<file path="config.mk">
export PLATFORM = sky130hd
export DESIGN_NAME = id_ex_stage
export DESIGN_NICKNAME = d
export VERILOG_FILES = /design/src/rtl/id_ex_stage.sv
export SDC_FILE = /design/constraint.sdc
export NUM_CORES = 1
export LEC_CHECK = 0
export CORE_UTILIZATION = 36
export CTS_CLUSTER_SIZE = 14
export DETAILED_ROUTE_END_ITERATION = 8
export PLACE_DENSITY = 0.76
export SLEW_MARGIN = 25
export SYNTH_ARGS = -nofsm -noshare
export SYNTH_HDL_FRONTEND = slang
export SYNTH_SLANG_ARGS = --single-unit
</file>
<file path="constraint.sdc">
create_clock -name clk -period 6.05 [get_ports clk]
set_input_delay 0.605 -clock clk [delete_from_list [all_inputs] [get_ports clk]]
set_output_delay 0.605 -clock clk [all_outputs]
set_load 0.05 [all_outputs]
</file>
<file path="src/rtl/id_ex_stage.sv">
// ID/EX pipeline register: decodes the instruction into ALU op, operands and
// controls, then registers them into the EX slot. Flush beats stall beats load.
module id_ex_stage #(
  parameter int DATA_W      = 32,
  parameter bit ZERO_BUBBLE = 1'b1
) (
  input  logic              clk,
  input  logic              rst,
  input  logic              in_valid,
  input  logic [31:0]       instr,
  input  logic [DATA_W-1:0] rs_data,
  input  logic [DATA_W-1:0] rt_data,
  input  logic [31:0]       pc_plus4,
  input  logic              stall,
  input  logic              flush,
  output logic              ex_valid,
  output logic [DATA_W-1:0] ex_in1,
  output logic [DATA_W-1:0] ex_in2,
  output logic [2:0]        ex_aluop,
  output logic [DATA_W-1:0] ex_store_data,
  output logic [4:0]        ex_dest,
  output logic              ex_regwrite,
  output logic              ex_memread,
  output logic              ex_memwrite,
  output logic              ex_branch,
  output logic [31:0]       ex_branch_target,
  output logic              ex_illegal
);

  localparam logic [2:0] ALU_ADD = 3'd0, ALU_SUB = 3'd1, ALU_AND = 3'd2, ALU_OR  = 3'd3,
                         ALU_SLT = 3'd4, ALU_NOR = 3'd5, ALU_SLL = 3'd6, ALU_SRL = 3'd7;

  typedef struct packed {
    logic              valid;
    logic [DATA_W-1:0] in1;
    logic [DATA_W-1:0] in2;
    logic [2:0]        aluop;
    logic [DATA_W-1:0] store_data;
    logic [4:0]        dest;
    logic              regwrite;
    logic              memread;
    logic              memwrite;
    logic              branch;
    logic [31:0]       branch_target;
    logic              illegal;
  } ex_t;

  logic [5:0]  op, fn;
  logic [4:0]  rt, rd, sh;
  logic [15:0] imm;
  logic [DATA_W-1:0] simm, zimm, zsh;
  logic bad;
  ex_t dec, ex_q;

  assign op   = instr[31:26];
  assign rt   = instr[20:16];
  assign rd   = instr[15:11];
  assign sh   = instr[10:6];
  assign fn   = instr[5:0];
  assign imm  = instr[15:0];
  assign simm = {{(DATA_W-16){imm[15]}}, imm};
  assign zimm = {{(DATA_W-16){1'b0}}, imm};
  assign zsh  = {{(DATA_W-5){1'b0}}, sh};

  // Decode: defaults to a register-register I-type shape, opcode cases override.
  always_comb begin
    dec               = '0;
    bad               = 1'b0;
    dec.valid         = 1'b1;
    dec.in1           = rs_data;
    dec.in2           = rt_data;
    dec.store_data    = rt_data;
    dec.dest          = rt;
    dec.branch_target = pc_plus4 + {{14{imm[15]}}, imm, 2'b00};
    case (op)
      6'h00: begin
        dec.dest     = rd;
        dec.regwrite = 1'b1;
        case (fn)
          6'h20: dec.aluop = ALU_ADD;
          6'h22: dec.aluop = ALU_SUB;
          6'h24: dec.aluop = ALU_AND;
          6'h25: dec.aluop = ALU_OR;
          6'h2A: dec.aluop = ALU_SLT;
          6'h27: dec.aluop = ALU_NOR;
          6'h00: begin dec.aluop = ALU_SLL; dec.in1 = rt_data; dec.in2 = zsh; end
          6'h02: begin dec.aluop = ALU_SRL; dec.in1 = rt_data; dec.in2 = zsh; end
          default: bad = 1'b1;
        endcase
      end
      6'h23: begin dec.aluop = ALU_ADD; dec.in2 = simm; dec.memread = 1'b1; dec.regwrite = 1'b1; end
      6'h2B: begin dec.aluop = ALU_ADD; dec.in2 = simm; dec.memwrite = 1'b1; end
      6'h04: begin dec.aluop = ALU_SUB; dec.branch = 1'b1; end
      6'h08: begin dec.aluop = ALU_ADD; dec.in2 = simm; dec.regwrite = 1'b1; end
      6'h0A: begin dec.aluop = ALU_SLT; dec.in2 = simm; dec.regwrite = 1'b1; end
      6'h0C: begin dec.aluop = ALU_AND; dec.in2 = zimm; dec.regwrite = 1'b1; end
      6'h0D: begin dec.aluop = ALU_OR;  dec.in2 = zimm; dec.regwrite = 1'b1; end
      default: bad = 1'b1;
    endcase
    // Unsupported encodings still occupy the slot but must not touch state.
    if (bad) begin
      dec.illegal  = 1'b1;
      dec.aluop    = ALU_ADD;
      dec.dest     = 5'd0;
      dec.regwrite = 1'b0;
      dec.memread  = 1'b0;
      dec.memwrite = 1'b0;
      dec.branch   = 1'b0;
    end
  end

  // EX slot register: flush or an invalid load inserts a bubble, stall holds.
  always_ff @(posedge clk or posedge rst) begin
    if (rst) begin
      ex_q <= '0;
    end else if (flush || (!stall && !in_valid)) begin
      if (ZERO_BUBBLE) begin
        ex_q <= '0;
      end else begin
        ex_q.valid    <= 1'b0;
        ex_q.regwrite <= 1'b0;
        ex_q.memread  <= 1'b0;
        ex_q.memwrite <= 1'b0;
        ex_q.branch   <= 1'b0;
        ex_q.illegal  <= 1'b0;
      end
    end else if (!stall) begin
      ex_q <= dec;
    end
  end

  assign ex_valid         = ex_q.valid;
  assign ex_in1           = ex_q.in1;
  assign ex_in2           = ex_q.in2;
  assign ex_aluop         = ex_q.aluop;
  assign ex_store_data    = ex_q.store_data;
  assign ex_dest          = ex_q.dest;
  assign ex_regwrite      = ex_q.regwrite;
  assign ex_memread       = ex_q.memread;
  assign ex_memwrite      = ex_q.memwrite;
  assign ex_branch        = ex_q.branch;
  assign ex_branch_target = ex_q.branch_target;
  assign ex_illegal       = ex_q.illegal;

endmodule

</file>
==> results of run 1 <==
-- registers in the layout, summed over array words and instances, names as in the netlist --
register and count:
ex_branch 1, ex_aluop 3, ex_memwrite 1, ex_illegal 1
ex_in1 32, ex_valid 1, ex_branch_target 32, ex_regwrite 1
ex_dest 5, ex_store_data 32, ex_in2 32, ex_memread 1
-- layer usage --
layer / track usage (%) / wire length [um] / vias up
met1: 29.5 / 10600 / 3420
li1: - / - / 3253
met5: 0 / 12 / -
met2: 42.5 / 13000 / 249
met3: 7.17 / 1960 / 36
met4: 7.81 / 577 / 2
-- cell type report --
class	count	area share [%]
inverter	21	0.761
timing repair buffer	277	25.1
sequential	142	32.2
clock inverter	14	1.32
clock buffer	17	3.86
multi-input combinational	530	33.6
antenna	1	0.0227
tap	270	3.07
-- synthesized netlist by cell type (all sizes together), types with 4 or more instances --
library cell	count	area, um2
a21o	14	105
a21oi	38	194
a221o	17	170
a222oi	10	100
a22o	38	333
a22oi	12	90.1
a31oi	4	25.0
and2	4	25.0
and3	4	25.0
buf	13	90.1
clkbuf	33	124
dfrtp	142	3550
ha	29	363
inv	21	78.8
mux2i	38	380
nand2	93	349
nand2b	7	51.3
nand3	9	62.6
nand4	6	37.5
nor2	18	75.1
nor3	6	41.3
nor3b	6	45.0
o211ai	5	37.5
o21a	6	45.0
o21ai	86	430
o21bai	6	45.0
o31ai	6	55.1
or2	4	27.5
or3	4	30.0
xnor2	8	70.1
xor2	13	114
-- tightest hold or removal path: stages, from the launching register on --
cell	delay (ns)
dfrtp_1	0.34
nand2_1	0.05
o21ai_0	0.06
-- power by group through the flow --
stage	clock network [mW]	logic, mW	registers [mW]
after global routing	1.09	0.671	1.02
after detailed placement	0	0.627	1.03
after CTS	1.05	0.630	1.01
final	1.03	0.628	1.01
after floorplan	0	0.225	1.17
after global placement	0	0.622	1.03
-- cell families after synthesis --
group / after synthesis / synth area share (%)
AO/OA/AOI/OAI: 267 / 24.7
AND/OR/NAND/NOR: 174 / 11.7
flip-flops: 142 / 47.1
buffers and inverters: 67 / 3.88
multiplexers: 38 / 5.04
adder cells (fa/ha/maj): 30 / 5.08
XOR/XNOR: 21 / 2.44
-- final timing paths --
| kind | start | to | slack, ns |
|---|---|---|---|
| worst min register to register | ex_aluop[1] | ex_aluop[1] | 0.48 |
| worst max register to register | ex_in2[11] | ex_in2[11] | 5.12 |
| worst min-delay path | ex_aluop[1] | ex_aluop[1] | 0.48 |
| min in group asynchronous | rst | ex_dest[2] | 0.76 |
| worst max-delay path | instr[15] | ex_branch_target[26] | 2.52 |
| max in group asynchronous | rst | ex_in1[15] | 4.10 |
==> impl_metrics.csv, run 1 <==
group,metric,value,unit
status,outcome,"completed",
clock_tree,clk_pin_slew_worst_paths,0.07,ns
clock_tree,numClockSinks,142,
drt,wirelength,26100,um
power_and_ir_drop,netSwitchingFraction,32.1,%
sta,fin_ws,2.52,ns
clock_tree,cts.path.max_buffers,2,
power_and_ir_drop,sequentialPowerShare,37.9,%
finish,nets,1152,
logic_synthesis,syn_area,7540,um2
critical_path,cp_num_cells,9,
finish,n_fill_cell,1812,
floorplan,rows,52,
logic_synthesis,synthCells,739,
finish,drive_gt1_share,5.99,%
drt,drtAntennaViolNets,0,
finish,fin_area,11000,um2
power_and_ir_drop,p_leak,4.86,nW
critical_path,critPathKind,"input pin to flop",
power_and_ir_drop,finalPower,2.67,mW
sta,tightest_slew,0.922,ns
finish,syn_to_final_growth,46.2,%
critical_path,slowest_delay,0.88,ns
drt,vias_per_cell,5.47,
grt,grt_pass1_vias,6961,
placed_design,io_buffers,269,
grt,grt_use_total,24.7,%
logic_synthesis,synth_cell_types,68,
critical_path,slowest_stage,"clkdlybuf4s50_1",
grt,antenna_found_initial,2,
power_and_ir_drop,p_int,1.81,mW
critical_path,crit_required,6.35,ns
sta,fin_crit_sh,58.3,%
sta,slew_headroom,38.5,%
critical_path,crit_family,"compound AO/OA/AOI/OAI gates",
critical_path,cp-end-kind,"flop",
logic_synthesis,synth_edf_count,0,
drt,drtPass1Iterations,5,
power_and_ir_drop,powerDensity,242,nW/um2
placed_design,place_area,10400,um2
power_and_ir_drop,peakVddDrop,0.154,mV
hold_path,min_delay_path_depth,2,
sta,whs,0.479,ns
critical_path,crit_path_max_fanout,18,
clock_tree,post-cts-setup-buffers,0,
critical_path,reg2reg_depth,2,
logic_synthesis,syn_nets,902,
clock_tree,cts_buffers,17,
finish,stdcell_count,1272,
power_and_ir_drop,clkPwrFrac,38.6,%
logic_synthesis,synth_async_sr_flop_share,100,%
finish,layout_commonest_cell,"clkdlybuf4s50_1",
grt,grt_pass1_wl,40400,um
drt,vias,6960,
clock_tree,cts_tree,"yes",
power_and_ir_drop,power_frac_comb,23.5,%
grt,grt_max_degree,104,
power_and_ir_drop,switchingPower,0.857,mW
clock_tree,cts_root_buffer,"clkbuf_16",
sta,drv_slew,0,
sta,fmax,283,MHz
floorplan,dieWidth,147,um
clock_tree,clk_latency,0.42,ns
placed_design,post-place-ws,2.10,ns
sta,fin_crit,3.53,ns
placed_design,place_inst,1240,
clock_tree,cts_resized,0,
finish,regArea,3550,um2
floorplan,ioPinCount,275,
finish,multi_input_area,3710,um2
grt,grt.overflow.total,0,
floorplan,die_h,147,um
floorplan,die-area,21500,um2
placed_design,place_hpwl,19400,um
logic_synthesis,ys_seq_area_share,47.1,%
sta,tns,0,ns
drt,drt_iter0_drc,384,
drt,drc,0,
clock_tree,htreeDepth,4,
sta,setup_viol,0,
clock_tree,hold_buffers,0,
sta,hold_viol,0,
sta,fin_skew,0,ns
logic_synthesis,synth_ff_type,"dfrtp_1",
finish,final_cell_mix,"269 x clkdlybuf4s50_1, 142 x dfrtp_1, 93 x nand2_1",
critical_path,cp_num_buf_inv,1,
critical_path,path_cells,"clkdlybuf4s50_1 -> ha_1 -> nand4_1 -> o31ai_1 -> a211o_1 -> a21o_1 -> a31oi_1 -> o22a_1 -> o311ai_0",
floorplan,core,20400,um2
sta,rsz0062_at_grt,"false",
floorplan,initial_core_util,37.0,%
drt,wl_per_cell,20.5,um
critical_path,cp-start-kind,"input pin",
finish,postLayoutCoreUtil,54.1,%
critical_path,cp_data_arrival_time,3.83,ns
placed_design,gp_congestion,0.895,
logic_synthesis,syn_avg_cell_area,10.2,um2
logic_synthesis,ys_seq_elements,142,
job,drv_cap,0,
logic_synthesis,ys_warn_count,0,
hold_path,hp-class,"flop to flop",
Power figures use the tool's default switching activity.
==> run 2, diff against run 1 <==
--- a/config.mk
+++ b/config.mk
@@ -8,7 +8,7 @@
 export CORE_UTILIZATION = 36
 export CTS_CLUSTER_SIZE = 14
 export DETAILED_ROUTE_END_ITERATION = 8
-export PLACE_DENSITY = 0.76
+export PLACE_DENSITY = 0.78
 export SLEW_MARGIN = 25
 export SYNTH_ARGS = -nofsm -noshare
 export SYNTH_HDL_FRONTEND = slang
==> constraint.sdc (replaced) <==
create_clock -name clk -period 3.18 [get_ports clk]
set_input_delay 0.318 -clock clk [delete_from_list [all_inputs] [get_ports clk]]
set_output_delay 0.318 -clock clk [all_outputs]
set_load 0.05 [all_outputs]
==> impl_metrics.csv, run 2 (synthesis gave the netlist of run 1 again) <==
group,metric,value,unit
drt,wl_per_cell,20.4,um
sta,fin_crit,2.70,ns
critical_path,crit_path_max_fanout,6,
finish,final_cell_mix,"269 x clkdlybuf4s50_1, 142 x dfrtp_1, 93 x nand2_1",
job,drv_cap,0,
clock_tree,hold_buffers,0,
clock_tree,htreeDepth,4,
power_and_ir_drop,peakVddDrop,0.308,mV
critical_path,crit_required,3.46,ns
drt,drt_iter0_drc,361,
sta,rsz0062_at_grt,"false",
sta,setup_viol,0,
placed_design,post-place-ws,0.0903,ns
floorplan,die_h,147,um
clock_tree,cts_buffers,17,
floorplan,dieWidth,147,um
clock_tree,cts_root_buffer,"clkbuf_16",
critical_path,slowest_stage,"clkdlybuf4s50_1",
placed_design,gp_congestion,0.886,
grt,grt_use_total,24.6,%
floorplan,ioPinCount,275,
finish,layout_commonest_cell,"clkdlybuf4s50_1",
sta,fin_ws,0.483,ns
critical_path,cp_data_arrival_time,2.98,ns
grt,grt_pass1_wl,40400,um
floorplan,core,20400,um2
power_and_ir_drop,p_leak,4.97,nW
power_and_ir_drop,finalPower,5.17,mW
critical_path,path_cells,"clkdlybuf4s50_1 -> ha_1 -> nand4_1 -> o31ai_1 -> a211o_1 -> a21o_1 -> a31oi_1 -> buf_4 -> o22a_1 -> o311ai_0",
floorplan,die-area,21500,um2
floorplan,rows,52,
power_and_ir_drop,powerDensity,461,nW/um2
sta,hold_viol,0,
clock_tree,clk_pin_slew_worst_paths,0.07,ns
sta,fmax,371,MHz
drt,drc,0,
drt,drtAntennaViolNets,0,
sta,tns,0,ns
finish,nets,1171,
finish,drive_gt1_share,7.84,%
drt,vias_per_cell,5.46,
critical_path,slowest_delay,0.54,ns
hold_path,hp-class,"input pin to asynchronous set/reset pin",
finish,n_fill_cell,1791,
clock_tree,cts.path.max_buffers,2,
placed_design,place_hpwl,19200,um
critical_path,crit_family,"compound AO/OA/AOI/OAI gates",
drt,wirelength,26300,um
critical_path,critPathKind,"input pin to flop",
grt,grt.overflow.total,0,
critical_path,cp-end-kind,"flop",
sta,fin_crit_sh,84.8,%
drt,drtPass1Iterations,5,
floorplan,initial_core_util,37.0,%
grt,grt_pass1_vias,7046,
sta,tightest_slew,0.816,ns
clock_tree,clk_latency,0.41,ns
status,outcome,"completed",
finish,syn_to_final_growth,48.6,%
sta,slew_headroom,45.6,%
clock_tree,cts_tree,"yes",
grt,antenna_found_initial,1,
clock_tree,numClockSinks,142,
clock_tree,cts_resized,0,
clock_tree,post-cts-setup-buffers,0,
sta,fin_skew,0,ns
placed_design,io_buffers,269,
sta,drv_slew,0,
drt,vias,7059,
critical_path,cp_num_buf_inv,2,
critical_path,cp-start-kind,"input pin",
grt,grt_max_degree,143,
## run 2: cell types whose count changed in the layout (fill, tap and decap cells not counted), sizes merged
cell | before | now
buf | 8 | 27
clkinv | 0 | 2
clkbuf | 17 | 18
clkinvlp | 5 | 4
inv | 29 | 28
## run 2: where the power goes
part           switching [mW]  leakage (nW)  internal, mW  total (mW)
Clock                   0.889         0.280          1.13        2.02
Sequential             0.0437          1.94          1.88        1.93
Combinational           0.739          2.75         0.488        1.23
## run 2: final cells by class
class | count | area [um2] | share of cell area, %
antenna | 1 | 2.50 | 0.0223
tap | 270 | 338 | 3.02
sequential | 142 | 3550 | 31.7
timing repair buffer | 296 | 2930 | 26.2
inverter | 21 | 82.6 | 0.737
multi-input combinational | 530 | 3710 | 33.1
clock buffer | 18 | 439 | 3.92
clock inverter | 14 | 148 | 1.32
## run 2: worst paths after layout
kind	slack, ns	start	to	cells past startpoint
worst max-delay path	0.48	instr[12]	ex_branch_target[26]	10
worst min-delay path	0.44	rst	ex_store_data[0]	3
worst max register to register	2.28	ex_in2[10]	ex_in2[10]	2
worst min register to register	0.48	ex_branch_target[31]	ex_branch_target[31]	2
max in group asynchronous	2.09	rst	ex_branch_target[23]	3
min in group clk	0.48	ex_branch_target[31]	ex_branch_target[31]	2
## run 2: routing by layer
metal  global-route usage [%]  share of wire [%]  vias to the layer above  wire (um)
met5                        0              0.042                        -         11
met4                     6.88                1.9                        2        497
met3                     6.27                7.0                       26       1830
met2                     42.4                 49                      265      13000
met1                     30.5                 42                     3460      11000
li1                         -                  -                     3306          -
## run 2: metrics by stage
| stage | instance area (um2) | utilization [%] | cells | hold slack (ns) |
|---|---|---|---|---|
| 2_1_floorplan | 7540 | - | 739 | 0.381 |
| 3_3_place_gp | 10600 | 52.1 | 1259 | 0.461 |
| 3_5_place_dp | 10600 | 52.1 | 1259 | 0.471 |
| 4_1_cts | 11200 | 55.0 | 1291 | 0.486 |
| 5_1_grt | 11200 | 55.0 | 1291 | 0.498 |
| 6_report | 11200 | 55.0 | 1292 | 0.440 |
## run 2: worst register-to-register path, cell delays in order, from the launching register on
cell and delay (ns):
dfrtp_1 0.39, a222oi_1 0.33, inv_1 0.07
==> run 3, diff against run 2 <==
==> constraint.sdc (replaced) <==
create_clock -name clk -period 2.44 [get_ports clk]
set_input_delay 0.244 -clock clk [delete_from_list [all_inputs] [get_ports clk]]
set_output_delay 0.244 -clock clk [all_outputs]
set_load 0.05 [all_outputs]
==> impl_metrics.csv, run 3 (synthesis gave the netlist of run 1 again) <==
group,metric,value,unit
status,outcome,"completed",
clock_tree,post-cts-setup-buffers,0,
power_and_ir_drop,peakVddDrop,0.438,mV
grt,grt_pass1_vias,7591,
placed_design,gp_congestion,0.928,
critical_path,critPathKind,"input pin to flop",
finish,nets,1261,
critical_path,crit_path_max_fanout,5,
clock_tree,clk_pin_slew_worst_paths,0.07,ns
clock_tree,cts_tree,"yes",
power_and_ir_drop,p_leak,5.42,nW
sta,fmax,432,MHz
drt,drt_iter0_drc,474,
power_and_ir_drop,finalPower,6.86,mW
critical_path,cp-end-kind,"flop",
critical_path,cp-start-kind,"input pin",
drt,drtAntennaViolNets,0,
drt,drtPass1Iterations,6,
finish,syn_to_final_growth,58.4,%
sta,hold_viol,0,
drt,drc,0,
floorplan,initial_core_util,37.0,%
clock_tree,numClockSinks,142,
critical_path,crit_start,"instr[9]",
placed_design,place_area,11400,um2
drt,vias,7508,
clock_tree,cts.path.max_buffers,2,
clock_tree,clk_latency,0.42,ns
sta,fin_skew,0,ns
sta,fin_crit_sh,94.8,%
drt,vias_per_cell,5.43,
clock_tree,htreeDepth,4,
drt,wirelength,27700,um
finish,postLayoutCoreUtil,58.7,%
finish,layout_commonest_cell,"clkdlybuf4s50_1",
hold_path,hp-class,"input pin to asynchronous set/reset pin",
sta,tightest_slew,0.720,ns
critical_path,crit_required,2.76,ns
job,drv_cap,0,
floorplan,ioPinCount,275,
critical_path,rr_startpoint,"ex_in2[8]",
finish,final_cell_mix,"268 x clkdlybuf4s50_1, 142 x dfrtp_1, 109 x buf_4",
floorplan,core,20400,um2
grt,grt_pass1_wl,43100,um
placed_design,place_hpwl,20800,um
floorplan,rows,52,
clock_tree,cts_buffers,17,
grt,grt_use_total,26.3,%
critical_path,cp_data_arrival_time,2.63,ns
grt,grt_max_degree,87,
grt,antenna_found_initial,1,
placed_design,place_inst,1349,
clock_tree,cts_resized,0,
floorplan,dieWidth,147,um
grt,grt.overflow.total,0,
placed_design,io_buffers,269,
sta,slew_headroom,52.0,%
clock_tree,hold_buffers,0,
drt,wl_per_cell,20.0,um
sta,fin_crit,2.31,ns
sta,rsz0062_at_grt,"false",
floorplan,die-area,21500,um2
floorplan,die_h,147,um
finish,drive_gt1_share,15.4,%
clock_tree,cts_root_buffer,"clkbuf_16",
finish,fin_area,11900,um2
finish,stdcell_count,1382,
sta,setup_viol,0,
sta,drv_slew,0,
power_and_ir_drop,powerDensity,574,nW/um2
[run 3: cell types whose count changed in the layout (fill, tap and decap cells not counted), sizes merged]
cell,before,now
clkinvlp,4,6
dlymetal6s2s,0,1
inv,28,27
clkinv,2,1
clkdlybuf4s50,269,268
buf,27,117
[run 3: metrics by stage]
stage / hold WS, ns / setup slack, ns / TNS, ns
finish: 0.0984 / 0.128 / 0
global route: 0.0900 / 0.0251 / 0
CTS: 0.0942 / 0.0975 / 0
detailed placement: 0.470 / -0.405 / -4.85
global placement: 0.462 / -0.254 / -3.22
floorplan: 0.307 / 0.270 / 0
[run 3: where the power goes]
group          internal, mW  switching [mW]
sequential             2.45          0.0618
clock                  1.44            1.13
combinational         0.777            1.00
[run 3: layout make-up]
type,instances,area [um2]
Inverter,21,82.6
Sequential cell,142,3550
Clock inverter,14,150
Fill cell,1732,8420
Clock buffer,18,429
Multi-Input combinational cell,530,3720
Antenna cell,1,2.50
Timing Repair Buffer,386,3670
Tap cell,270,338
[run 3: critical path: stages]
cell	delay (ns)
clkdlybuf4s50_1	0.47
ha_1	0.36
nand4_1	0.24
nor4_1	0.38
a21o_1	0.24
a31oi_1	0.10
buf_4	0.16
o22a_1	0.15
o311ai_0	0.27
[run 3: per-layer routing]
| layer | part of all wire, % | up-vias | GRT usage [%] |
|---|---|---|---|
| li1 | - | 3487 | - |
| met1 | 40 | 3641 | 31.3 |
| met2 | 49 | 323 | 44.7 |
| met3 | 7.6 | 57 | 6.58 |
| met4 | 3.7 | 0 | 11.4 |
| met5 | 0 | - | 0 |
[run 3: worst paths after layout]
check                      slack [ns]                   end  cells after the start
setup reg to reg                 1.53             ex_in2[8]                      2
hold / removal                    0.1      ex_store_data[0]                      2
setup / recovery                 0.13  ex_branch_target[26]                      9
min in group clk                 0.41   ex_branch_target[1]                      2
max in group asynchronous        1.72           ex_aluop[0]                      3
hold reg to reg                  0.48           ex_aluop[1]                      2
